<file path="src/rtl/crypt_pkg.sv">
// Shared cipher constants and bit permutations used by the encryption and decryption stages.
package crypt_pkg;

    localparam int N = 8;

    localparam logic [N-1:0] K1      = 8'h3E;
    localparam logic [N-1:0] K2      = 8'h49;
    localparam logic [N-1:0] K3      = 8'h7E;
    localparam logic [N-1:0] KEY_ALL = K1 ^ K2 ^ K3;

    // Encryption-side scramble; inv_perm below undoes it bit for bit.
    function automatic logic [N-1:0] fwd_perm(input logic [N-1:0] p);
        return {p[0], p[5], p[2], p[6], p[7], p[4], p[3], p[1]};
    endfunction

    function automatic logic [N-1:0] inv_perm(input logic [N-1:0] s);
        return {s[3], s[4], s[6], s[2], s[1], s[5], s[0], s[7]};
    endfunction

endpackage

</file>
<file path="src/rtl/dec_fifo.sv">
// Register-based output FIFO for the decryption block; a push on a full FIFO succeeds only
// when a pop happens in the same cycle, otherwise it is silently dropped.
module dec_fifo #(
    parameter int N     = 8,
    parameter int DEPTH = 4
) (
    input  logic                     clock,
    input  logic                     rst,
    input  logic                     push,
    input  logic                     pop,
    input  logic [N-1:0]             wdata,
    output logic [N-1:0]             rdata,
    output logic [$clog2(DEPTH):0]   count,
    output logic                     full,
    output logic                     empty
);

    localparam int AW = $clog2(DEPTH);
    localparam logic [AW-1:0] PTR_ONE = AW'(1);
    localparam logic [AW:0]   CNT_ONE = (AW + 1)'(1);
    localparam logic [AW:0]   CNT_MAX = (AW + 1)'(DEPTH);

    logic [N-1:0]  mem_q [DEPTH];
    logic [N-1:0]  mem_d [DEPTH];
    logic [AW-1:0] wr_ptr_q, wr_ptr_d;
    logic [AW-1:0] rd_ptr_q, rd_ptr_d;
    logic [AW:0]   count_q, count_d;
    logic          do_pop_s;
    logic          do_push_s;

    // Next-state for storage, pointers and occupancy.
    always_comb begin
        do_pop_s  = pop && (count_q != '0);
        do_push_s = push && ((count_q != CNT_MAX) || do_pop_s);
        mem_d     = mem_q;
        wr_ptr_d  = wr_ptr_q;
        rd_ptr_d  = rd_ptr_q;
        if (do_push_s) begin
            mem_d[wr_ptr_q] = wdata;
            wr_ptr_d        = wr_ptr_q + PTR_ONE;
        end else begin
            wr_ptr_d = wr_ptr_q;
        end
        if (do_pop_s) begin
            rd_ptr_d = rd_ptr_q + PTR_ONE;
        end else begin
            rd_ptr_d = rd_ptr_q;
        end
        case ({do_push_s, do_pop_s})
            2'b10:   count_d = count_q + CNT_ONE;
            2'b01:   count_d = count_q - CNT_ONE;
            default: count_d = count_q;
        endcase
    end

    // State registers; storage is cleared too so the head reads zero out of reset.
    always_ff @(posedge clock) begin
        if (!rst) begin
            for (int i = 0; i < DEPTH; i++) begin
                mem_q[i] <= '0;
            end
            wr_ptr_q <= '0;
            rd_ptr_q <= '0;
            count_q  <= '0;
        end else begin
            mem_q    <= mem_d;
            wr_ptr_q <= wr_ptr_d;
            rd_ptr_q <= rd_ptr_d;
            count_q  <= count_d;
        end
    end

    assign rdata = mem_q[rd_ptr_q];
    assign count = count_q;
    assign full  = (count_q == CNT_MAX);
    assign empty = (count_q == '0);

endmodule

</file>
<file path="src/rtl/decryption.sv">
// Two-stage decryption pipeline (key XOR, inverse permutation) feeding an output FIFO.
// Optional feature macro DEC_STATS_EN adds a 16-bit wrapping pop counter on port cnt.
module decryption
    import crypt_pkg::*;
#(
    parameter int N     = 8,
    parameter int DEPTH = 4
) (
    input  logic         clock,
    input  logic         rst,
    input  logic         en,
    input  logic [N-1:0] din,
    input  logic         v_in,
    output logic [N-1:0] dout,
    output logic         dv,
    input  logic         rdy,
    output logic         full,
    output logic         ovf
`ifdef DEC_STATS_EN
    ,
    output logic [15:0]  cnt
`endif
);

    localparam int AW = $clog2(DEPTH);

    logic         s1_valid_q, s1_valid_d;
    logic [N-1:0] s1_data_q, s1_data_d;
    logic         ovf_q, ovf_d;
    logic [N-1:0] plain_s;
    logic [N-1:0] rdata_s;
    logic [AW:0]  count_s;
    logic         full_s;
    logic         empty_s;
    logic         pop_ok_s;

    // Stage 2 is combinational: the inverse permutation goes straight into the FIFO write port.
    assign plain_s  = inv_perm(s1_data_q);
    assign pop_ok_s = rdy && !empty_s;

    dec_fifo #(
        .N     (N),
        .DEPTH (DEPTH)
    ) u_fifo (
        .clock (clock),
        .rst   (rst),
        .push  (s1_valid_q),
        .pop   (rdy),
        .wdata (plain_s),
        .rdata (rdata_s),
        .count (count_s),
        .full  (full_s),
        .empty (empty_s)
    );

    // Stage-1 accept and sticky overflow next-state.
    always_comb begin
        s1_valid_d = en && v_in;
        if (s1_valid_d) begin
            s1_data_d = din ^ KEY_ALL;
        end else begin
            s1_data_d = s1_data_q;
        end
        if (s1_valid_q && full_s && !pop_ok_s) begin
            ovf_d = 1'b1;
        end else begin
            ovf_d = ovf_q;
        end
    end

    // Stage-1 and overflow registers.
    always_ff @(posedge clock) begin
        if (!rst) begin
            s1_valid_q <= 1'b0;
            s1_data_q  <= '0;
            ovf_q      <= 1'b0;
        end else begin
            s1_valid_q <= s1_valid_d;
            s1_data_q  <= s1_data_d;
            ovf_q      <= ovf_d;
        end
    end

    assign dout = rdata_s;
    assign dv   = (count_s != '0);
    assign full = full_s;
    assign ovf  = ovf_q;

`ifdef DEC_STATS_EN
    logic [15:0] cnt_q, cnt_d;

    // Pop counter next-state; wraps naturally at 16 bits.
    always_comb begin
        if (pop_ok_s) begin
            cnt_d = cnt_q + 16'd1;
        end else begin
            cnt_d = cnt_q;
        end
    end

    // Pop counter register.
    always_ff @(posedge clock) begin
        if (!rst) begin
            cnt_q <= 16'd0;
        end else begin
            cnt_q <= cnt_d;
        end
    end

    assign cnt = cnt_q;
`endif

endmodule

</file>
<file path="config.mk">
export PLATFORM = sky130hd
export DESIGN_NAME = decryption
export DESIGN_NICKNAME = d
export VERILOG_FILES = /design/src/rtl/crypt_pkg.sv /design/src/rtl/dec_fifo.sv /design/src/rtl/decryption.sv
export SDC_FILE = /design/constraint.sdc
export NUM_CORES = 1
export LEC_CHECK = 0
export CELL_PAD_IN_SITES_DETAIL_PLACEMENT = 2
export CELL_PAD_IN_SITES_GLOBAL_PLACEMENT = 2
export CORE_MARGIN = 4
export CORE_UTILIZATION = 30
export CTS_CLUSTER_DIAMETER = 200
export CTS_CLUSTER_SIZE = 10
export DETAILED_ROUTE_END_ITERATION = 16
export PLACE_DENSITY_LB_ADDON = 0.1
export SLEW_MARGIN = 20
export SYNTH_ARGS = -nofsm -noshare
export SYNTH_HDL_FRONTEND = slang
export SYNTH_HIERARCHICAL = 1
export SYNTH_SLANG_ARGS = --single-unit
</file>
<file path="constraint.sdc">
create_clock -name clock -period 2.3 [get_ports clock]
set_clock_uncertainty 0.15 [all_clocks]
set_input_delay 0.46 -clock clock [delete_from_list [all_inputs] [get_ports clock]]
set_output_delay 0.46 -clock clock [all_outputs]
set_load 0.005 [all_outputs]
</file>
==> summary.md <==
| Metric | Value |
|---|---|
| Status | `completed` |
| Largest net degree at the start of global routing | `27` |
| PortBufs | `23` |
| HP Class | `flop to flop` |
| Sequential area share after synthesis | `0.432` |
| Worst VDD drop | `between 200 and 300 µV` |
| CP Data Arrival Time | `between 1.5 and 2 ns` |
| Clock Pin Slew Worst Setup and Hold Paths | `approximately 0.10 ns` |
| DRT Wirelength | `approximately 5500 µm` |
| Final Hold Viols | `0` |
| DRT iter0 DRCs | `25` |
| Finished Cell Area | `around 0.0029 mm²` |
| All-Layer GR Usage | `0.136` |
| Area share of the largest cell type after synthesis | `0.432` |
| Die H | `95.0 µm` |
| Layout fillers | `817` |
| Crit path cell chain | `buf_6, buf_12, mux4_2, clkdlybuf4s50_1` |
| Syn Std Cell Area | `0.00227 mm²` |
| Avg WL per Cell | `15.2 µm` |
| Post-layout min period | `around 2.2 ns` |
| CTS buffer count | `5` |
| Hold WS | `roughly 0.31 ns` |
| Cell family with most CP delay | `buffers and inverters` |
| Initial antenna violation count | `0` |
| Routed via count | `about 1700` |
| Max-cap violations | `0` |
| Most frequent cells in the layout | `nand2_1, dfxtp_1, mux2i_1, clkdlybuf4s50_1, buf_4` |
| Pwr/cell area | `between 500 and 600 mW/mm²` |
| Yosys warns | `6` |
| Levels on crit path | `4` |
| CP startpoint kind | `flop` |
| Clk root buf | `clkbuf_8` |
| Clk_lat worst skew | `approximately 0.30 ns` |
| CTS Hold Bufs | `0` |
| # diodes | `0` |
| Relative slew slack | `0.751` |
| LEAKAGE | `approximately 1.0 nW` |
| Max H-tree Level | `2` |
| Commonest non-fill, non-tap cell in the layout | `nand2_1` |
| Yosys cell types | `36` |
| Chip Width | `95.0 µm` |
| Hold depth | `2` |
| Clk sink count | `between 40 and 50` |
| Final Net Count | `280` |
| Top cells by area, synth | `dfxtp_1, mux2i_1, nand2_1` |
| Endpoints failing setup | `0` |
| Layout Area Growth over Synthesis | `28.1%` |
| FMAX | `between 400 and 500 MHz` |
| Async SR Flop Fraction | `0` |
| Yosys top cell by area | `dfxtp_1` |
| CP Class | `flop to primary output` |
| Top FF cell, synth | `dfxtp_1` |
| Drt first pass iters | `4` |
| Area occupied by multi-input gates | `0.00121 mm²` |
| Synthesized Nets | `roughly 250` |
| Global-route wire length before repair | `roughly 9300 µm` |
| Post-Route Utilization | `0.399` |
| CTS Buffer Depth | `2` |
| # IOs | `24` |
| HPWL Detailed | `between 3000 and 4000 µm` |
| Crit. End Element | `primary output` |
| Die area | `around 0.0090 mm²` |
| Crit path max fanout | `3` |
| Global route overflow | `0` |
| Vias in the first global route | `approximately 1800` |
| Remaining DRCs | `0` |
| Cell Area, Placed | `0.00273 mm²` |
| GP Congestion | `between 0.7 and 0.8` |
| Slowest CP cell | `clkdlybuf4s50_1` |
| Mapped Cells | `227` |
| Worst path max stage delay | `approximately 0.46 ns` |
| Tcrit/Tclk final | `0.974` |
| Number of routed nets with antenna violations | `0` |
| Initial Util | `0.311` |
| Finished Layout Cells | `362` |
| Inst Count DP | `352` |
| R2r worst-path depth | `6` |
| Final WS setup | `slightly above 0.06 ns` |
| Share of cells above drive strength 1 | `0.209` |
| # rows | `31` |
| Core ar. | `about 0.0073 mm²` |
| Placement Setup Slack | `-0.246 ns` |
| WP buf/inv | `3` |
| CTS tree | `done` |
| Fin. max-slew vios | `0` |
| Number of synthesized register bits | `between 40 and 50` |
| Worst Path Required | `between 1.5 and 2 ns` |
| Worst-Margin Slew | `between 0.3 and 0.4 ns` |
| Worst R2R Setup Slack | `around 0.22 ns` |
| Reg area | `983 µm²` |
| DR vias/cell | `around 4.7` |
| EDFF count, synth | `0` |
| Syn Area/Cell | `about 10 µm²` |
==> cell type report <==
| type | count | share of cell area |
|---|---|---|
| clock inverters | 3 | 0.0172 |
| repair buffers | 42 | 0.155 |
| well taps | 99 | 0.0426 |
| clock buffers | 5 | 0.0237 |
| multi-input cells | 158 | 0.415 |
| inverters | 6 | 0.00775 |
| flip-flops and latches | 49 | 0.338 |
==> synthesized netlist by cell type (all sizes together) (3+ instances only) <==
| cell | instances |
|---|---|
| nand2b | 3 |
| nand2 | 61 |
| buf | 8 |
| nor2 | 9 |
| clkbuf | 6 |
| xor2 | 4 |
| inv | 6 |
| or3 | 3 |
| ha | 4 |
| dfxtp | 49 |
| mux2i | 32 |
| a21boi | 6 |
| mux4 | 8 |
| o21ai | 3 |
==> flip-flops by register name (all words and copies together), names as in the netlist <==
register,flops
s1_data_q,8
u_fifo/rd_ptr_q,2
u_fifo/wr_ptr_q,2
ovf,1
u_fifo/count,3
s1_valid_q,1
u_fifo/mem_q,32
==> logic make-up (layout without fill, tap and decap cells) <==
group                    count (synthesis)  after routing  share of synthesized area
AO/OA/AOI/OAI                           23             23                     0.0843
AND/OR/NAND/NOR                         86             86                      0.173
buffers and inverters                   20             56                     0.0435
multiplexers                            40             40                      0.221
XOR/XNOR                                 4              4                     0.0154
adder cells (fa/ha/maj)                  5              5                     0.0309
flip-flops                              49             49                      0.432
==> through the flow <==
stage	setup TNS [ns]	total power, mW
6_report	0	1.66
3_5_place_dp	-0.246	1.03
5_1_grt	-0.000632	1.74
3_3_place_gp	-0.135	1.02
4_1_cts	0	1.69
2_1_floorplan	0	0.964
==> worst paths after layout <==
| kind | startpoint | to |
|---|---|---|
| worst min-delay path | u_fifo/mem_q[17] | u_fifo/mem_q[17] |
| worst max register to register | u_fifo/count[0] | u_fifo/count[1] |
| worst min register to register | u_fifo/mem_q[17] | u_fifo/mem_q[17] |
| worst max-delay path | u_fifo/rd_ptr_q[1] | dout[7] |
==> power by group <==
group	leakage, nW	internal, mW	switching, mW
registers	0.397	0.861	0.00784
logic	0.591	0.0667	0.0704
clock network	0.0603	0.334	0.322
total	1.05	1.26	0.400
==> routing by layer <==
metal / global-route usage / vias to the layer above / wire, µm
met5: 0 / - / 0
met4: 0.0361 / 0 / 38
met3: 0.0287 / 2 / 167
met2: 0.227 / 23 / 2650
met1: 0.177 / 835 / 2650
li1: - / 846 / -
==> timing repair <==
action	4_1_cts	5_1_grt
cloned	0	0
gates resized for setup	12	8
endpoints found under the setup margin	8	6
buffers inserted	1	1
==> worst register-to-register path, cell delays in order (launching register included) <==
cell,delay (ns)
dfxtp_1,0.34
o31ai_1,0.28
nand2b_1,0.16
fa_1,0.44
o21ba_2,0.25
o211ai_1,0.10
a221oi_2,0.28
(Power assumes the default switching activity.)
